`src/rtl/uart_pkg.sv`:
```
// rtl/uart_pkg.sv - shared types and constants for the parametrised UART transmitter
// Contents:
//   PAR_NONE/PAR_EVEN/PAR_ODD : parity_mode encodings (3 behaves as none)
//   tx_state_e                : transmitter FSM states
//   BAUD_TABLE                : baud rate selected by baud_select 0..7
//   baud_div()                : rounded clock divisor for a 16x oversample tick
package uart_pkg;

   localparam logic [1:0] PAR_NONE = 2'd0;
   localparam logic [1:0] PAR_EVEN = 2'd1;
   localparam logic [1:0] PAR_ODD  = 2'd2;

   typedef enum logic [2:0] {
      ST_IDLE,
      ST_START,
      ST_DATA,
      ST_PARITY,
      ST_STOP1,
      ST_STOP2
   } tx_state_e;

   localparam int unsigned BAUD_TABLE [8] = '{300, 1200, 4800, 9600,
                                              19200, 38400, 57600, 115200};

   // round(clk_hz / (16 * baud)) using integer arithmetic
   function automatic int unsigned baud_div(input int unsigned clk_hz,
                                            input int unsigned baud);
      return (clk_hz + 8 * baud) / (16 * baud);
   endfunction

endpackage

```
`src/rtl/uart_tx_fifo.sv`:
```
// rtl/uart_tx_fifo.sv - synchronous write FIFO feeding the UART transmitter
// Ports:
//   clk, reset     : clock, synchronous active-low reset
//   push_i, wdata_i: write strobe and data
//   pop_i          : read strobe (rdata_o is valid combinationally while level_o != 0)
//   rdata_o        : head-of-queue word
//   full_o         : DEPTH words stored
//   level_o        : occupancy 0..DEPTH
//   ovf_o          : one-cycle pulse after a push was dropped
module uart_tx_fifo
   import uart_pkg::*;
#(
   parameter int DATA_BITS = 8,
   parameter int DEPTH     = 4
) (
   input  logic                       clk,
   input  logic                       reset,
   input  logic                       push_i,
   input  logic [DATA_BITS-1:0]       wdata_i,
   input  logic                       pop_i,
   output logic [DATA_BITS-1:0]       rdata_o,
   output logic                       full_o,
   output logic [$clog2(DEPTH):0]     level_o,
   output logic                       ovf_o
);

   localparam int AW = $clog2(DEPTH);

   logic [DATA_BITS-1:0] mem [DEPTH];
   logic [AW-1:0]        wr_ptr_q, wr_ptr_d;
   logic [AW-1:0]        rd_ptr_q, rd_ptr_d;
   logic [AW:0]          level_q, level_d;
   logic                 ovf_q, ovf_d;
   logic                 push_ok, pop_ok;

   assign full_o  = (level_q == (AW+1)'(DEPTH));
   assign level_o = level_q;
   assign ovf_o   = ovf_q;
   assign rdata_o = mem[rd_ptr_q];

   // A pop in the same cycle frees the slot, so a push while full still lands.
   assign pop_ok  = pop_i && (level_q != '0);
   assign push_ok = push_i && (!full_o || pop_ok);

   always_comb begin
      wr_ptr_d = wr_ptr_q;
      rd_ptr_d = rd_ptr_q;
      level_d  = level_q;
      ovf_d    = push_i && !push_ok;
      if (push_ok) wr_ptr_d = wr_ptr_q + AW'(1);
      if (pop_ok)  rd_ptr_d = rd_ptr_q + AW'(1);
      case ({push_ok, pop_ok})
         2'b10:   level_d = level_q + (AW+1)'(1);
         2'b01:   level_d = level_q - (AW+1)'(1);
         default: level_d = level_q;
      endcase
   end

   always_ff @(posedge clk) begin
      if (!reset) begin
         wr_ptr_q <= '0;
         rd_ptr_q <= '0;
         level_q  <= '0;
         ovf_q    <= 1'b0;
      end else begin
         wr_ptr_q <= wr_ptr_d;
         rd_ptr_q <= rd_ptr_d;
         level_q  <= level_d;
         ovf_q    <= ovf_d;
      end
   end

   // Storage needs no reset; the pointers define what is valid.
   always_ff @(posedge clk) begin
      if (push_ok) mem[wr_ptr_q] <= wdata_i;
   end

endmodule

```
`src/rtl/uart_tx_param.sv`:
```
// rtl/uart_tx_param.sv - FIFO-buffered UART transmitter with runtime parity/stop/baud
// Ports:
//   clk, reset       : clock, synchronous active-low reset
//   Tx_DATA, Tx_WR   : word and one-cycle write strobe into the FIFO
//   Tx_EN            : allows a new frame to start
//   baud_select      : 300..115200 baud, latched per frame
//   parity_mode      : none/even/odd, latched per frame
//   two_stop         : one or two stop bits, latched per frame
//   TxD              : serial line, idle high
//   Tx_BUSY          : frame in progress or words queued
//   Tx_FULL, Tx_LEVEL: FIFO full flag and occupancy
//   Tx_OVF           : one-cycle pulse after a dropped write
module uart_tx_param
   import uart_pkg::*;
#(
   parameter int unsigned CLK_HZ    = 50_000_000,
   parameter int          DATA_BITS = 8,
   parameter int          DEPTH     = 4
) (
   input  logic                     clk,
   input  logic                     reset,
   input  logic [DATA_BITS-1:0]     Tx_DATA,
   input  logic                     Tx_WR,
   input  logic                     Tx_EN,
   input  logic [2:0]               baud_select,
   input  logic [1:0]               parity_mode,
   input  logic                     two_stop,
   output logic                     TxD,
   output logic                     Tx_BUSY,
   output logic                     Tx_FULL,
   output logic [$clog2(DEPTH):0]   Tx_LEVEL,
   output logic                     Tx_OVF
);

   localparam int unsigned DIV_MAX = baud_div(CLK_HZ, BAUD_TABLE[0]);
   localparam int          DIV_W   = $clog2(DIV_MAX + 1);
   localparam int          BC_W    = $clog2(DATA_BITS);

   logic [DIV_W-1:0] div_tab [8];
   for (genvar g = 0; g < 8; g++) begin : g_div
      assign div_tab[g] = DIV_W'(baud_div(CLK_HZ, BAUD_TABLE[g]));
   end

   tx_state_e            state_q, state_d;
   logic [DIV_W-1:0]     tick_cnt_q, tick_cnt_d;
   logic [3:0]           os_cnt_q, os_cnt_d;
   logic [BC_W-1:0]      bit_cnt_q, bit_cnt_d;
   logic [DATA_BITS-1:0] shift_q, shift_d;
   logic [DIV_W-1:0]     div_q, div_d;
   logic                 par_en_q, par_en_d;
   logic                 par_bit_q, par_bit_d;
   logic                 two_stop_q, two_stop_d;

   logic                 pop;
   logic                 fifo_empty;
   logic [DATA_BITS-1:0] fifo_rdata;
   logic                 tick, bit_end;

   uart_tx_fifo #(
      .DATA_BITS (DATA_BITS),
      .DEPTH     (DEPTH)
   ) u_fifo (
      .clk     (clk),
      .reset   (reset),
      .push_i  (Tx_WR),
      .wdata_i (Tx_DATA),
      .pop_i   (pop),
      .rdata_o (fifo_rdata),
      .full_o  (Tx_FULL),
      .level_o (Tx_LEVEL),
      .ovf_o   (Tx_OVF)
   );

   assign fifo_empty = (Tx_LEVEL == '0);
   assign Tx_BUSY    = (state_q != ST_IDLE) || !fifo_empty;

   // One oversample tick every div_q cycles; a bit lasts 16 ticks.
   assign tick    = (state_q != ST_IDLE) && (tick_cnt_q == div_q - DIV_W'(1));
   assign bit_end = tick && (os_cnt_q == 4'd15);

   always_comb begin
      state_d    = state_q;
      tick_cnt_d = tick_cnt_q;
      os_cnt_d   = os_cnt_q;
      bit_cnt_d  = bit_cnt_q;
      shift_d    = shift_q;
      div_d      = div_q;
      par_en_d   = par_en_q;
      par_bit_d  = par_bit_q;
      two_stop_d = two_stop_q;
      pop        = 1'b0;

      if (state_q != ST_IDLE) begin
         if (tick) begin
            tick_cnt_d = '0;
            os_cnt_d   = os_cnt_q + 4'd1;
         end else begin
            tick_cnt_d = tick_cnt_q + DIV_W'(1);
         end
      end

      case (state_q)
         ST_IDLE: begin
            if (Tx_EN && !fifo_empty) begin
               // Frame configuration is captured here and held for the whole frame.
               pop        = 1'b1;
               shift_d    = fifo_rdata;
               div_d      = div_tab[baud_select];
               two_stop_d = two_stop;
               tick_cnt_d = '0;
               os_cnt_d   = '0;
               bit_cnt_d  = '0;
               case (parity_mode)
                  PAR_EVEN: begin par_en_d = 1'b1; par_bit_d = ^fifo_rdata;  end
                  PAR_ODD:  begin par_en_d = 1'b1; par_bit_d = ~^fifo_rdata; end
                  PAR_NONE: begin par_en_d = 1'b0; par_bit_d = 1'b0;         end
                  default:  begin par_en_d = 1'b0; par_bit_d = 1'b0;         end
               endcase
               state_d    = ST_START;
            end
         end
         ST_START: if (bit_end) state_d = ST_DATA;
         ST_DATA: begin
            if (bit_end) begin
               shift_d   = shift_q >> 1;
               bit_cnt_d = bit_cnt_q + BC_W'(1);
               if (bit_cnt_q == BC_W'(DATA_BITS - 1)) begin
                  bit_cnt_d = '0;
                  state_d   = par_en_q ? ST_PARITY : ST_STOP1;
               end
            end
         end
         ST_PARITY: if (bit_end) state_d = ST_STOP1;
         ST_STOP1:  if (bit_end) state_d = two_stop_q ? ST_STOP2 : ST_IDLE;
         ST_STOP2:  if (bit_end) state_d = ST_IDLE;
         default:   state_d = ST_IDLE;
      endcase
   end

   always_comb begin
      TxD = 1'b1;
      case (state_q)
         ST_START:  TxD = 1'b0;
         ST_DATA:   TxD = shift_q[0];
         ST_PARITY: TxD = par_bit_q;
         default:   TxD = 1'b1;
      endcase
   end

   always_ff @(posedge clk) begin
      if (!reset) begin
         state_q    <= ST_IDLE;
         tick_cnt_q <= '0;
         os_cnt_q   <= '0;
         bit_cnt_q  <= '0;
         shift_q    <= '0;
         div_q      <= '0;
         par_en_q   <= 1'b0;
         par_bit_q  <= 1'b0;
         two_stop_q <= 1'b0;
      end else begin
         state_q    <= state_d;
         tick_cnt_q <= tick_cnt_d;
         os_cnt_q   <= os_cnt_d;
         bit_cnt_q  <= bit_cnt_d;
         shift_q    <= shift_d;
         div_q      <= div_d;
         par_en_q   <= par_en_d;
         par_bit_q  <= par_bit_d;
         two_stop_q <= two_stop_d;
      end
   end

endmodule

```
`config.mk`:
```
export PLATFORM = sky130hd
export DESIGN_NAME = uart_tx_param
export DESIGN_NICKNAME = d
export VERILOG_FILES = /design/src/rtl/uart_pkg.sv /design/src/rtl/uart_tx_fifo.sv /design/src/rtl/uart_tx_param.sv
export SDC_FILE = /design/constraint.sdc
export NUM_CORES = 1
export LEC_CHECK = 0
export CAP_MARGIN = 10
export CORE_UTILIZATION = 43
export DETAILED_ROUTE_END_ITERATION = 16
export GPL_TIMING_DRIVEN = 0
export PLACE_DENSITY = 0.69
export SKIP_CTS_REPAIR_TIMING = 1
export SYNTH_ARGS = -nofsm -noshare
export SYNTH_HDL_FRONTEND = slang
export SYNTH_HIERARCHICAL = 1
export SYNTH_SLANG_ARGS = --single-unit
```
`constraint.sdc`:
```
create_clock -name clk -period 3.8 [get_ports clk]
set_input_delay 0.95 -clock clk [delete_from_list [all_inputs] [get_ports clk]]
set_output_delay 0.95 -clock clk [all_outputs]
set_load 0.05 [all_outputs]
```
After elaboration in Yosys (flattened, before gate mapping)
Memory sizes are Yosys's and may differ from the RTL's. A register that Yosys moved wholly into a read port is not among the register bits.
Index checks and enable logic that the tools add are counted.
{"block": "word_totals", "regBits": 43, "ramBits": 32, "mem_bits_ro": 112, "input_bits": 18, "output_inout_bits": 7, "wordCells": 102, "mem_count": 2}
{"memory": "(no name shown)", "words": 8, "word_bits": 14, "read_ports": 1, "rd_clocked_by_memory_dff": 1, "wr": 0, "line": "uart_tx_param.sv:108", "source": "div_d = div_tab[baud_select];"}
{"memory": "u_fifo.mem", "words": 4, "word_bits": 8, "read_ports": 1, "rd_clocked_by_memory_dff": 1, "wr": 1, "line": "uart_tx_fifo.sv:29", "source": "logic [DATA_BITS-1:0] mem [DEPTH];"}
{"block": "op_classes", "add_sub_neg": 8, "n_eq_ne": 20, "n_mux": 35, "bitwise_logic": 1, "reduce_logical": 24}
{"op": "14-bit two-way mux", "count": 4}
{"op": "3-bit two-way mux", "count": 12}
{"op": "3-bit one-hot mux with 6 select lines", "count": 1}
{"op": "4-bit two-way mux", "count": 4}
{"op": "8-bit two-way mux", "count": 2}
{"op": "8-bit one-hot mux with 2 select lines", "count": 1}
{"op": "14-bit by 1-bit adder with 14-bit output, second input constant", "count": 1}
{"op": "14-bit == test", "count": 1}
{"op": "2-bit != test, second input constant", "count": 7}
{"op": "14-bit by 1-bit subtractor with 14-bit output, second input constant", "count": 1}
{"op": "3-bit == test, second input constant", "count": 4}
{"op": "3-bit one-hot mux with 2 select lines", "count": 2}
{"op": "8-bit XNOR reduction", "count": 1}
{"op": "8-bit XOR reduction", "count": 1}
{"op": "7-bit AND reduction", "count": 1}
{"op": "3-bit by 1-bit adder with 3-bit output, second input constant", "count": 2}
{"op": "3-bit by 2-bit == test with 1-bit output, second input constant", "count": 2}
{"op": "1-bit logical AND", "count": 6}
{"op": "3-bit logical NOT", "count": 2}
{"op": "3-bit nonzero test", "count": 2}
{"op": "1-bit two-way mux", "count": 5}
{"op": "2-bit by 1-bit adder with 2-bit output, second input constant", "count": 2}
{"op": "4-bit by 1-bit adder with 4-bit output, second input constant", "count": 1}
{"op": "2-bit by 1-bit == test with 1-bit output, second input constant", "count": 2}
{"op": "other kinds (14)", "count": 21}

Longest topological paths before layout
{"block": "depth", "word_depth": 10, "ltp_mapped": 16, "ltp_nobuf": 13}

Hierarchy
The synthesis kept the hierarchy.
{"mod": "uart_tx_param", "n_inst": 1, "cells_each": 365, "area_per_inst_um2": 2914.0, "seq_area_each_um2": 940.9}
{"mod": "uart_tx_fifo", "n_inst": 1, "cells_each": 96, "area_per_inst_um2": 1682.9, "seq_area_each_um2": 1161.1}

Worst setup path before layout
No wires, ideal clock.
{"block": "synth_path", "path_type": "input -> register", "start": "in Tx_EN", "end": "reg u_fifo.level_q[2], in the netlist u_fifo/level_o[2]", "setup_ns": 0.070, "t_arrival_ns": 3.414, "required_time_ns": 3.730, "slack_ns": 0.316, "stages": 15, "path_buffers": 3, "cell_sequence": "nor2b_1 > clkbuf_1 > nand2_1 > inv_1 > clkbuf_1 > nor4b_2 > nor2b_1 > buf_6 > inv_1 > ha_1 > inv_1 > fa_1 > xor2_1 > or3_1 > a21boi_1"}
{"block": "synth_via", "elab_chain_len": 8, "word_cells_on_any_way": 10, "classes_between": "eq/ne: 2; mux: 3; reduce/logical: 5"}
{"item": "start: declaration", "line": "uart_tx_param.sv:24", "source": "input logic Tx_EN,"}
{"item": "1-bit logical AND (*)", "line": "uart_tx_param.sv:104", "source": "if (Tx_EN && !fifo_empty) begin"}
{"item": "1-bit two-way mux (*)", "line": "uart_tx_param.sv:104"}
{"item": "1-bit two-way mux (*)", "line": "uart_tx_param.sv:102", "source": "case (state_q)"}
{"item": "net pop", "line": "uart_tx_param.sv:54", "source": "logic pop;"}
{"item": "1-bit logical AND (*)", "line": "uart_tx_fifo.sv:42", "source": "assign pop_ok = pop_i && (level_q != '0);"}
{"item": "1-bit logical OR", "line": "uart_tx_fifo.sv:43", "source": "assign push_ok = push_i && (!full_o || pop_ok);"}
{"item": "1-bit logical AND", "line": "uart_tx_fifo.sv:43"}
{"item": "2-bit by 1-bit == test with 1-bit output or 2-bit == test (tied branches)", "line": "uart_tx_fifo.sv:52", "source": "case ({push_ok, pop_ok})"}
{"item": "3-bit one-hot mux with 2 select lines or 2-bit nonzero test (tied branches)"}
{"item": "end signal: assignment", "line": "uart_tx_fifo.sv:68", "source": "level_q <= level_d;"}
{"item": "end: declaration", "line": "uart_tx_fifo.sv:32", "source": "logic [AW:0] level_q, level_d;"}
The timed path passes the listed nets; every way through them passes the cells marked *.
A chain may end at the register's enable or synchronous reset.

Final worst setup path
{"block": "layout_path", "start": "reg state_q[1]", "end": "out TxD"}
{"block": "layout_via", "elab_chain_len": 2, "word_cells_on_any_way": 4, "classes_between": "eq/ne: 3; mux: 1"}
{"item": "start: declaration", "line": "uart_tx_param.sv:44", "source": "tx_state_e state_q, state_d;"}
{"item": "start signal: assignment", "line": "uart_tx_param.sv:162", "source": "state_q <= state_d;"}
{"item": "3-bit by 2-bit == test with 1-bit output or 3-bit by 1-bit == test with 1-bit output (tied branches)", "line": "uart_tx_param.sv:142", "source": "case (state_q)"}
{"item": "1-bit one-hot mux with 3 select lines (*)", "line": "uart_tx_param.sv:142"}
{"item": "end: declaration", "line": "uart_tx_param.sv:28", "source": "output logic TxD,"}
Mark *: on every way between the ends. The rest lies on a longest branch, timed or not.

==> flow_metrics.env <==
export IMPL_run_status="finished clean"
export IMPL_worstSetupEndpointType="output pin"
export IMPL_cts_sinks=89
export IMPL_cpMostUsedCell="clkbuf_1"
export IMPL_syn_avg_cell_area_sq_um=9.97
export IMPL_cp_slowest_cell="clkdlybuf4s50_1"
export IMPL_start_kind="flop"
export IMPL_dieArea_sq_um=11100
export IMPL_async_flop_share_pct=0
export IMPL_gp_congestion=0.897
export IMPL_root_buffer="clkbuf_8"
export IMPL_stdcell_count=640
export IMPL_viasPerCell=5.36
export IMPL_fin_skew_ns=0.0134
export IMPL_regArea_sq_um=2100
export IMPL_area_delta_synth_final_pct=13.9
export IMPL_slew_headroom_pct=53.5
export IMPL_antenna_found_initial=0
export IMPL_drtAntennaViolNets=0
export IMPL_portBuffers=24
export IMPL_hp_class="reg -> reg"
export IMPL_diodes=0
export IMPL_syn_area_sq_um=4600
export IMPL_row_count=37
export IMPL_fp_coreArea_sq_um=10300
export IMPL_grt_usage_pct=18.8
export IMPL_seq_area_frac_synth_pct=45.7
export IMPL_cpPeakStageDelay_ns=0.81
export IMPL_fp_dieH_um=105
export IMPL_cts_max_level=3
export IMPL_crit_chain="clkbuf_1, clkbuf_1, a311o_1, clkdlybuf4s50_1"
export IMPL_maxCapViolCount=0
export IMPL_hold_viol_final=0
export IMPL_yosys_most_used_dff="dfxtp_1"
export IMPL_crit_path_max_fanout=10
export IMPL_synth_cell_types=61
export IMPL_grt_max_degree=19
export IMPL_initial_utilization_pct=44.5
export IMPL_multi_input_area_sq_um=2300
export IMPL_power_total_mw=3.20
export IMPL_hold_start="div_q[13]"
export IMPL_netlist_instances=461
export IMPL_first_global_vias=3411
export IMPL_synth_seq_cells=89
export IMPL_fill_cells=915
export IMPL_r2r_start="div_q[0]"
export IMPL_numCtsBuffers=9
export IMPL_period_share_pct=96.2
export IMPL_startpoint="state_q[1]"
export IMPL_grt_ovfl_total=0
export IMPL_route_detailed_drc=0
export IMPL_synthesis_nets=499
export IMPL_wirelength_mm=9.43
export IMPL_die_x_um=105
export IMPL_arrival_ns=2.71
export IMPL_fmax_ghz=0.273
export IMPL_grt_pass1_wl_mm=16.3
export IMPL_vias=3432
export IMPL_path_class="reg -> out"
export IMPL_cts_tree="built"
export IMPL_insertion_delay_ns=0.39
export IMPL_clk_pin_slew_ns=0.10
export IMPL_rsz0062_at_grt="false"
export IMPL_cts_max_path_buffers=2
export IMPL_tns_ns=0
export IMPL_first_pass_iters=5
export IMPL_num_nets_final=537
export IMPL_routedWlPerCell_um=14.7
export IMPL_synth_enable_flop_cells=32
export IMPL_required_ns=2.85
export IMPL_power_leakage_nw=1.86
export IMPL_finalCriticalPeriod_ns=3.66
export IMPL_worst_slew_pin_slew_ns=0.692
export IMPL_ir_drop_mv=0.354
export IMPL_hpwl_mm=6.89
export IMPL_power_density_nw_per_um2=611
export IMPL_yosys_warnings=6
export IMPL_drv_slew=0
export IMPL_ios=25
export IMPL_setup_violations=0
export IMPL_numPlacedInstances=621
export IMPL_drive_above_1_share_pct=11.1
export IMPL_drt_iter0_drc=245
[logic make-up (layout without fill, tap and decap cells)]
group,count (synthesis),in the layout,share of synthesized area (%)
AND/OR/NAND/NOR,165,165,18.8
AO/OA/AOI/OAI,85,85,12.5
multiplexers,15,15,5.44
flip-flops,89,89,45.7
adder cells (fa/ha/maj),20,20,5.61
XOR/XNOR,38,38,7.40
buffers and inverters,49,92,4.44
[layer usage]
layer  wire, um  track usage [%]
met4        131             5.73
met5          0                0
met1       4210             23.4
met2       4540             31.3
met3        550             5.50
[worst max-delay path, delay by kind of cell (launching register included)]
| family | cells | cell delay [ns] |
|---|---|---|
| buf+inv | 3 | 1.61 |
| compound gates | 1 | 0.27 |
| flops | 1 | 0.44 |
[path summary, 6_finish.rpt]
kind / to / slack [ns] / depth (start not counted)
max: TxD / 0.14 / 4
max reg2reg: tick_cnt_q[11] / 0.28 / 13
min reg2reg: div_q[13] / 0.49 / 2
min: div_q[13] / 0.49 / 2
[flip-flops by register name (all words and copies together), names as in the netlist, 2 cells and up, named ones only]
name	cells
shift_q	8
bit_cnt_q	3
os_cnt_q	4
u_fifo/wr_ptr_q	2
state_q	3
tick_cnt_q	14
u_fifo/level_o	3
u_fifo/mem	32
u_fifo/rd_ptr_q	2
div_q	12
[synthesized netlist by cell type, drive strengths merged, types with 2 or more instances]
cell type / count / area share, %
a211oi: 10 / 1.6
a21boi: 2 / 0.41
a21o: 3 / 0.49
a21oi: 27 / 2.9
a31oi: 6 / 0.82
a32o: 4 / 0.95
a41oi: 3 / 0.57
and2: 8 / 1.1
and3: 4 / 0.54
and4: 2 / 0.44
buf: 11 / 1.3
clkbuf: 15 / 1.2
dfxtp: 57 / 25
edfxtp: 32 / 21
ha: 19 / 5.2
inv: 23 / 1.9
mux2i: 7 / 1.5
mux4: 8 / 3.9
nand2: 36 / 3.0
nand3: 18 / 2.0
nand4: 10 / 1.5
nor2: 41 / 3.3
nor2b: 7 / 0.95
nor3: 11 / 1.2
nor3b: 3 / 0.49
nor4: 5 / 1.0
nor4b: 3 / 0.71
o211ai: 2 / 0.33
o21ai: 18 / 2.0
or2: 2 / 0.27
or3: 8 / 1.1
or3b: 2 / 0.38
or4: 3 / 0.57
xnor2: 24 / 4.7
xor2: 14 / 2.7
[stage by stage]
step	worst slack [ns]	utilization, %	cell area (sq um)	hold slack [ns]
2_1_floorplan	0.316	-	4600	0.449
3_3_place_gp	-0.623	48.5	5010	0.462
3_5_place_dp	-0.659	48.5	5010	0.478
4_1_cts	-0.258	50.4	5200	0.492
5_1_grt	0.0378	50.7	5240	0.514
6_report	0.144	50.7	5240	0.487
[where the power goes]
| part | leakage, nW | switching [mW] | total (mW) | internal (mW) |
|---|---|---|---|---|
| clock network | 0.0937 | 0.389 | 0.647 | 0.258 |
| registers | 0.756 | 0.118 | 1.23 | 1.11 |
| logic | 1.01 | 0.774 | 1.33 | 0.553 |
| total | 1.86 | 1.28 | 3.20 | 1.92 |
[placed cells by master, fill, tap and decap left out, drive strengths merged, types with 19 or more instances in the layout]
cell type	n
nand2	36
inv	27
clkbuf	23
dfxtp	57
nor2	41
edfxtp	32
xnor2	24
ha	19
a21oi	27
clkdlybuf4s50	24
[cell type report]
cell class	instances	area share, %
Clock buffer	9	2.37
Inverter	23	1.72
Clock inverter	7	1.31
Timing Repair Buffer	28	5.16
Buffer	25	2.17
Tap cell	136	3.25
Multi-Input combinational cell	323	43.9
Sequential cell	89	40.1
Power figures use the tool's default switching activity.
